`src/rtl/serial_add_ctrl_if.sv`:
```
// Handshake and result bundle between user/switch logic and the bit-serial add sequencer.
//   start       request to begin an add
//   a, b, cin   operands and carry-in, captured when the request is accepted
//   busy        high while the serial add is in progress
//   done        one-cycle pulse, result valid
//   sum, cout   registered result, held until the next accepted request completes
interface serial_add_ctrl_if #(
    parameter int unsigned WIDTH = 4
) ();
    logic             start;
    logic [WIDTH-1:0] a;
    logic [WIDTH-1:0] b;
    logic             cin;
    logic             busy;
    logic             done;
    logic [WIDTH-1:0] sum;
    logic             cout;

    // Requester side
    modport master (
        output start, a, b, cin,
        input  busy, done, sum, cout
    );

    // Sequencer side
    modport slave (
        input  start, a, b, cin,
        output busy, done, sum, cout
    );
endinterface

```
`src/rtl/serial_add_ctrl.sv`:
```
// Bit-serial add sequencer. Drives one external combinational full adder LSB-first
// over WIDTH cycles to form a + b + cin, then holds the result on sum/cout and
// pulses done for one cycle.
//   clk, reset_n          clock, asynchronous active-low reset
//   bus (slave)           start/a/b/cin in, busy/done/sum/cout out
//   fa_a, fa_b, fa_cin    operand bits and carry presented to the full adder
//   fa_sum, fa_cout       full adder results
module serial_add_ctrl #(
    parameter int unsigned WIDTH = 4
) (
    input  logic               clk,
    input  logic               reset_n,
    serial_add_ctrl_if.slave   bus,
    output logic               fa_a,
    output logic               fa_b,
    output logic               fa_cin,
    input  logic               fa_sum,
    input  logic               fa_cout
);

    localparam int unsigned     IDX_W    = (WIDTH > 1) ? $clog2(WIDTH) : 1;
    localparam logic [IDX_W-1:0] LAST_IDX = IDX_W'(WIDTH - 1);

    typedef enum logic [1:0] {
        IDLE = 2'd0,
        RUN  = 2'd1,
        DONE = 2'd2
    } state_t;

    state_t            state_q;
    state_t            state_d;
    logic              accept;
    logic              last;
    logic              run;

    logic [WIDTH-1:0]  a_sh_q;
    logic [WIDTH-1:0]  b_sh_q;
    logic [WIDTH-1:0]  sum_sh_q;
    logic              carry_q;
    logic [IDX_W-1:0]  idx_q;
    logic [WIDTH-1:0]  sum_q;
    logic              cout_q;
    logic              busy_q;
    logic              done_q;
    logic [WIDTH-1:0]  sum_shift;

    // New sum bit enters at the MSB so the LSB-first stream lands in place after WIDTH shifts
    assign sum_shift = {fa_sum, sum_sh_q[WIDTH-1:1]};
    assign run       = (state_q == RUN);

    // Next-state decode; accept marks an edge that captures fresh operands
    always_comb begin
        state_d = state_q;
        accept  = 1'b0;
        last    = 1'b0;
        case (state_q)
            IDLE: begin
                if (bus.start) begin
                    accept  = 1'b1;
                    state_d = RUN;
                end
            end
            RUN: begin
                last = (idx_q == LAST_IDX);
                if (last) begin
                    state_d = DONE;
                end
            end
            DONE: begin
                if (bus.start) begin
                    accept  = 1'b1;
                    state_d = RUN;
                end else begin
                    state_d = IDLE;
                end
            end
            default: state_d = IDLE;
        endcase
    end

    // State register
    always_ff @(posedge clk or negedge reset_n) begin
        if (!reset_n) begin
            state_q <= IDLE;
        end else begin
            state_q <= state_d;
        end
    end

    // Operand shifters, serial sum, carry and result registers
    always_ff @(posedge clk or negedge reset_n) begin
        if (!reset_n) begin
            a_sh_q   <= '0;
            b_sh_q   <= '0;
            sum_sh_q <= '0;
            carry_q  <= 1'b0;
            idx_q    <= '0;
            sum_q    <= '0;
            cout_q   <= 1'b0;
            busy_q   <= 1'b0;
            done_q   <= 1'b0;
        end else begin
            busy_q <= (state_d == RUN);
            done_q <= (state_d == DONE);
            if (accept) begin
                a_sh_q   <= bus.a;
                b_sh_q   <= bus.b;
                carry_q  <= bus.cin;
                idx_q    <= '0;
                sum_sh_q <= '0;
            end else if (run) begin
                sum_sh_q <= sum_shift;
                carry_q  <= fa_cout;
                a_sh_q   <= {1'b0, a_sh_q[WIDTH-1:1]};
                b_sh_q   <= {1'b0, b_sh_q[WIDTH-1:1]};
                idx_q    <= idx_q + IDX_W'(1);
                // Result registers change only on entry to DONE
                if (last) begin
                    sum_q  <= sum_shift;
                    cout_q <= fa_cout;
                end
            end
        end
    end

    // Full adder is only driven while a serial add is in progress
    assign fa_a   = run & a_sh_q[0];
    assign fa_b   = run & b_sh_q[0];
    assign fa_cin = run & carry_q;

    assign bus.busy = busy_q;
    assign bus.done = done_q;
    assign bus.sum  = sum_q;
    assign bus.cout = cout_q;

endmodule
```
`src/flat_wrapper.sv`:
```
// flat-port wrapper written by rule: the top's interface ports become plain ports
module serial_add_ctrl_flat 
#(
    parameter int unsigned WIDTH = 4
)
  (clk, reset_n, fa_a, fa_b, fa_cin, fa_sum, fa_cout, bus_start, bus_a, bus_b, bus_cin, bus_busy, bus_done, bus_sum, bus_cout);
  serial_add_ctrl_if #(.WIDTH(WIDTH)) bus_i ();
  input  logic clk;
  input  logic reset_n;
  output logic fa_a;
  output logic fa_b;
  output logic fa_cin;
  input  logic fa_sum;
  input  logic fa_cout;
  input wire logic [$bits(bus_i.start)-1:0] bus_start;
  input wire logic [$bits(bus_i.a)-1:0] bus_a;
  input wire logic [$bits(bus_i.b)-1:0] bus_b;
  input wire logic [$bits(bus_i.cin)-1:0] bus_cin;
  output wire logic [$bits(bus_i.busy)-1:0] bus_busy;
  output wire logic [$bits(bus_i.done)-1:0] bus_done;
  output wire logic [$bits(bus_i.sum)-1:0] bus_sum;
  output wire logic [$bits(bus_i.cout)-1:0] bus_cout;
  assign bus_i.start = bus_start;
  assign bus_i.a = bus_a;
  assign bus_i.b = bus_b;
  assign bus_i.cin = bus_cin;
  assign bus_busy = bus_i.busy;
  assign bus_done = bus_i.done;
  assign bus_sum = bus_i.sum;
  assign bus_cout = bus_i.cout;
  serial_add_ctrl #(.WIDTH(WIDTH)) u_core (.clk(clk), .reset_n(reset_n), .bus(bus_i), .fa_a(fa_a), .fa_b(fa_b), .fa_cin(fa_cin), .fa_sum(fa_sum), .fa_cout(fa_cout));
endmodule
```
`config.mk`:
```
export PLATFORM = sky130hd
export DESIGN_NAME = serial_add_ctrl_flat
export DESIGN_NICKNAME = d
export VERILOG_FILES = /design/src/rtl/serial_add_ctrl_if.sv /design/src/rtl/serial_add_ctrl.sv /design/src/flat_wrapper.sv
export SDC_FILE = /design/constraint.sdc
export NUM_CORES = 1
export LEC_CHECK = 0
export ABC_AREA = 1
export CAP_MARGIN = 20
export CORE_UTILIZATION = 40
export DETAILED_ROUTE_END_ITERATION = 12
export DONT_BUFFER_PORTS = 1
export PLACE_DENSITY = 0.52
export SLEW_MARGIN = 10
export SYNTH_ARGS = -nofsm -noshare
export SYNTH_HDL_FRONTEND = slang
export SYNTH_SLANG_ARGS = --single-unit
```
`constraint.sdc`:
```
create_clock -name clk -period 1.25 [get_ports clk]
set_clock_uncertainty 0.15 [all_clocks]
set_input_delay 0.1875 -clock clk [delete_from_list [all_inputs] [get_ports clk]]
set_output_delay 0.1875 -clock clk [all_outputs]
set_load 0.05 [all_outputs]
```
Yosys cells after proc, flatten, opt, wreduce, memory -nomap -nowiden
Index checks and enable logic that the tools add are counted.

Add/sub/neg operators: 1. Equality and inequality tests: 5. Mux-type cells: 17. Bitwise operators: 4. Reduce and logical (&&, ||, !) cells: 4.

Operators by type and width (count): two-way mux 4 bit (6); two-way mux 2 bit (4); == test 2 bit (second input constant) (3); two-way mux 1 bit (6); case mux 2 bit (3 select lines) (1); == test 2 x 1 -> 1 bit (second input constant) (2); bitwise AND 1 bit (3); AND reduction 3 bit (1); adder 2 x 1 -> 2 bit (second input constant) (1); zero test 2 bit (1); nonzero test 2 bit (1); OR reduction 2 bit (1); inverter 1 bit (1).

Bits in registers: 24. Input bits: 14. Output and inout port bits: 10. Logic and storage cells: 41.

Depth between registers and ports, before layout
Depth after elaboration: 5. Mapped depth: 5. Depth with buffers taken out: 5.

Least setup slack after synthesis
OpenSTA, ideal clock, no wires.

Path kind: reg-to-output. Start: reg u_core.state_q[1]. End: out fa_a. Arrival time: 1.328 ns. Data required time: 0.912 ns. Path slack: -0.415 ns. Stages on the path, launching flop included: 5. Buffers on the path: 1. Cells stage by stage: dfrtp_1 -> inv_1 -> nand2_1 -> buf_2 -> nor2_1.

Word-level cells in the longest chain between the ends: 2.

RTL lines: from (decl) (line serial_add_ctrl.sv:30) `state_t state_q;`; from (signal assigned) (line serial_add_ctrl.sv:86) `state_q <= state_d;`; == test 2 x 1 -> 1 bit (line serial_add_ctrl.sv:49) `assign run = (state_q == RUN);`; bitwise AND 1 bit (line serial_add_ctrl.sv:127) `assign fa_a = run & a_sh_q[0];`; to (decl) (line flat_wrapper.sv:10) `output logic fa_a;`.

No other way between the ends.

Worst setup path in the final report
Start: reg u_core.state_q[1]. End: out fa_cin.

Word-level cells in the longest chain between the ends: 2.

RTL lines: == test 2 x 1 -> 1 bit (line serial_add_ctrl.sv:49); bitwise AND 1 bit (line serial_add_ctrl.sv:129) `assign fa_cin = run & carry_q;`; to (decl) (line flat_wrapper.sv:12) `output logic fa_cin;`.

No other way between the ends.

==> results.md <==
* Status: finished with violations
* Area added between synthesis and finish at 43.5%
* FP Rows at 17
* Nets at 160
* Largest net degree at the start of global routing at 24
* Count of input and output buffers at 0
* Die Y at 51.2 µm
* Register area share after synthesis at 0.594
* Initial DRT Pass Iterations at 4
* Setup slack, reg-to-reg at -0.07 ns
* Filler Cells Inserted at 199
* Pleak at 0.687 nW
* Final WS setup at -0.259 ns
* Worst Path Arrival at 1.17 ns
* # DRC at 0
* CTS tree: done
* Post-synthesis register bit count at 23
* Gr usage total at 0.174
* FMAX at 0.663 GHz
* Met3 GRT Util at 0.0417
* Vias/cell at 4.87
* Final ANT Viol Nets at 0
* Gpl congestion at 0.703
* RSZ-0062 raised after global routing: yes
* Initial antenna violation count at 0
* Detailed Route WL at 2080 µm
* Reg clk slew, reported paths at 0.13 ns
* CTS Sinks at 23
* Critical path startpoint category: flip-flop
* Post-Syn Area at 970 µm²
* Busiest grt layer: met2
* Critical Path End Type: output pin
* VDD IR max at 1.24 mV
* First-pass GRT wire length at 3320 µm
* Commonest non-fill, non-tap cell in the layout: nand2_1
* Root buf cell: clkbuf_4
* Cells after Synth at 113
* Fin Setup TNS at -1.38 ns
* H-Tree Depth at 1
* Met2 usage at 0.254
* Final setup fails at 22
* Antenna cells at 0
* Initial core utilization at 0.430
* Commonest non-fill, non-tap cells in the layout: nand2_1, nand3_1, dfrtp_1, dlygate4sd3_1, buf_4
* Max FO, Critical Path at 5
* WS Path Type: reg2out
* Vias in the first global route at 750
* Pwr Total at 3.82 mW
* Worst flop-to-flop path startpoint: u_core.state_q[0]$_DFF_PN0_
* Ports at 24
* Synthesized area per cell at 8.58 µm²
* Die Area at 2630 µm²
* Syn Nets at 128
* Layout cells sized above 1 at 0.271
* Max-Cap Viols at 0
* Hold wc startpoint: bus_start
* Drt wl/cell at 12.1 µm
* Core Box Area at 2250 µm²
* Max-slew headroom at 0.757
* Worst Reg-to-Reg Cells at 6
* Worst Tran Pin Value at 0.364 ns
* Worst r2r dst: u_core.carry_q$_DFFE_PN0P_
* Failing checks: setup timing
* Final Util at 0.617
* Total gr overflow at 0
* HPWL after DPL at 1280 µm
* Post-synthesis cell type count at 11
* Die Width at 51.2 µm
* CP required at 0.91 ns
* TritonCTS buffer count at 3
* Synthesis Warnings at 0
* Tcrit/Tclk final at 1.21
* Power per Cell Area at 2750 nW/µm²
* Clock Latency Late Sink at 0.31 ns
* M1 GR Usage at 0.243
* Hold Crit Depth at 5
* Hold Path Class: in2reg
* DR iter-0 viols at 10
* Hold Vio Cnt, Final at 0
* Place WS at -0.0157 ns
* Fin. max-slew vios at 0
* Via count at 837
* Worst hold slack at 0.0184 ns
* Hold path endpoint: u_core.a_sh_q[2]$_DFFE_PN0P_
* Fin crit period at 1.51 ns
* CTS Buffer Depth at 2
## synth_stat cells
library cell | count | area share
buf_2 | 2 | 0.010
buf_4 | 2 | 0.015
dfrtp_1 | 23 | 0.59
ha_1 | 1 | 0.013
inv_1 | 8 | 0.031
nand2_1 | 45 | 0.17
nand2_2 | 1 | 0.0065
nand3_1 | 21 | 0.11
nor2_1 | 5 | 0.019
nor2_2 | 2 | 0.013
o21ai_0 | 3 | 0.015
## cell families (layout without fill, tap and decap cells)
kind of cell	count (synthesis)	count (layout)	share of synthesized area
and+or+nand+nor	74	74	0.321
DFF	23	23	0.594
buffers and inverters	12	43	0.0568
AOI/OAI and AO/OA	3	3	0.0155
adders and majority gates	1	1	0.0129
## worst max path at each step
stage / endpoint / depth (start not counted) / startpoint
floorplan: fa_a / 4 / u_core.state_q[1]$_DFF_PN0_
global placement: u_core.bus.sum[1]$_DFFE_PN0P_ / 5 / u_core.idx_q[0]$_DFFE_PN0P_
detailed placement: u_core.bus.sum[1]$_DFFE_PN0P_ / 5 / u_core.idx_q[0]$_DFFE_PN0P_
CTS: fa_b / 4 / u_core.state_q[1]$_DFF_PN0_
global route: fa_cin / 4 / u_core.state_q[1]$_DFF_PN0_
finish: fa_cin / 4 / u_core.state_q[1]$_DFF_PN0_
## registers in the layout, summed over array words and instances (netlist names), 2 cells and up
signal and flops:
u_core.sum_sh_q 3, u_core.bus.sum 4, u_core.state_q 2, u_core.b_sh_q 4
u_core.idx_q 2, u_core.a_sh_q 4
## worst max-delay path, stage by stage (launching register included)
cell and delay, ns:
dfrtp_1 0.41, inv_2 0.08, nand2_4 0.09, nor2_4 0.14, buf_12 0.14
## through the flow
stage | cells | cell area [µm²]
final | 172 | 1390
after global routing | 172 | 1390
after CTS | 168 | 1330
after detailed placement | 150 | 1140
after global placement | 150 | 1140
after floorplan | 113 | 1000
## what timing repair did
action	in CTS	in global routing
setup buffers	2	3
hold buffers	12	0
endpoints found under the setup margin	28	26
pin swaps	2	2
gates resized for setup	12	8
hold endpoints to repair	35	0
## area by class of cell
cell class | instances | area (µm²) | share of cell area
clock buffers | 4 | 26.3 | 0.0189
inverters | 8 | 30.0 | 0.0216
multi-input cells | 78 | 387 | 0.278
flip-flops and latches | 23 | 583 | 0.419
well taps | 28 | 35.0 | 0.0252
repair buffers | 31 | 330 | 0.237
## report_power, final
part           leakage, nW  switching (mW)  internal [mW]
combinational        0.390            1.03          0.850
sequential           0.282           0.504           1.09
clock               0.0150           0.224          0.125
## routing by layer
metal	routed length [µm]	up-vias
li1	-	416
met1	1010	390
met2	926	27
met3	112	4
met4	25	0
met5	0	-
Power figures use the tool's default switching activity.
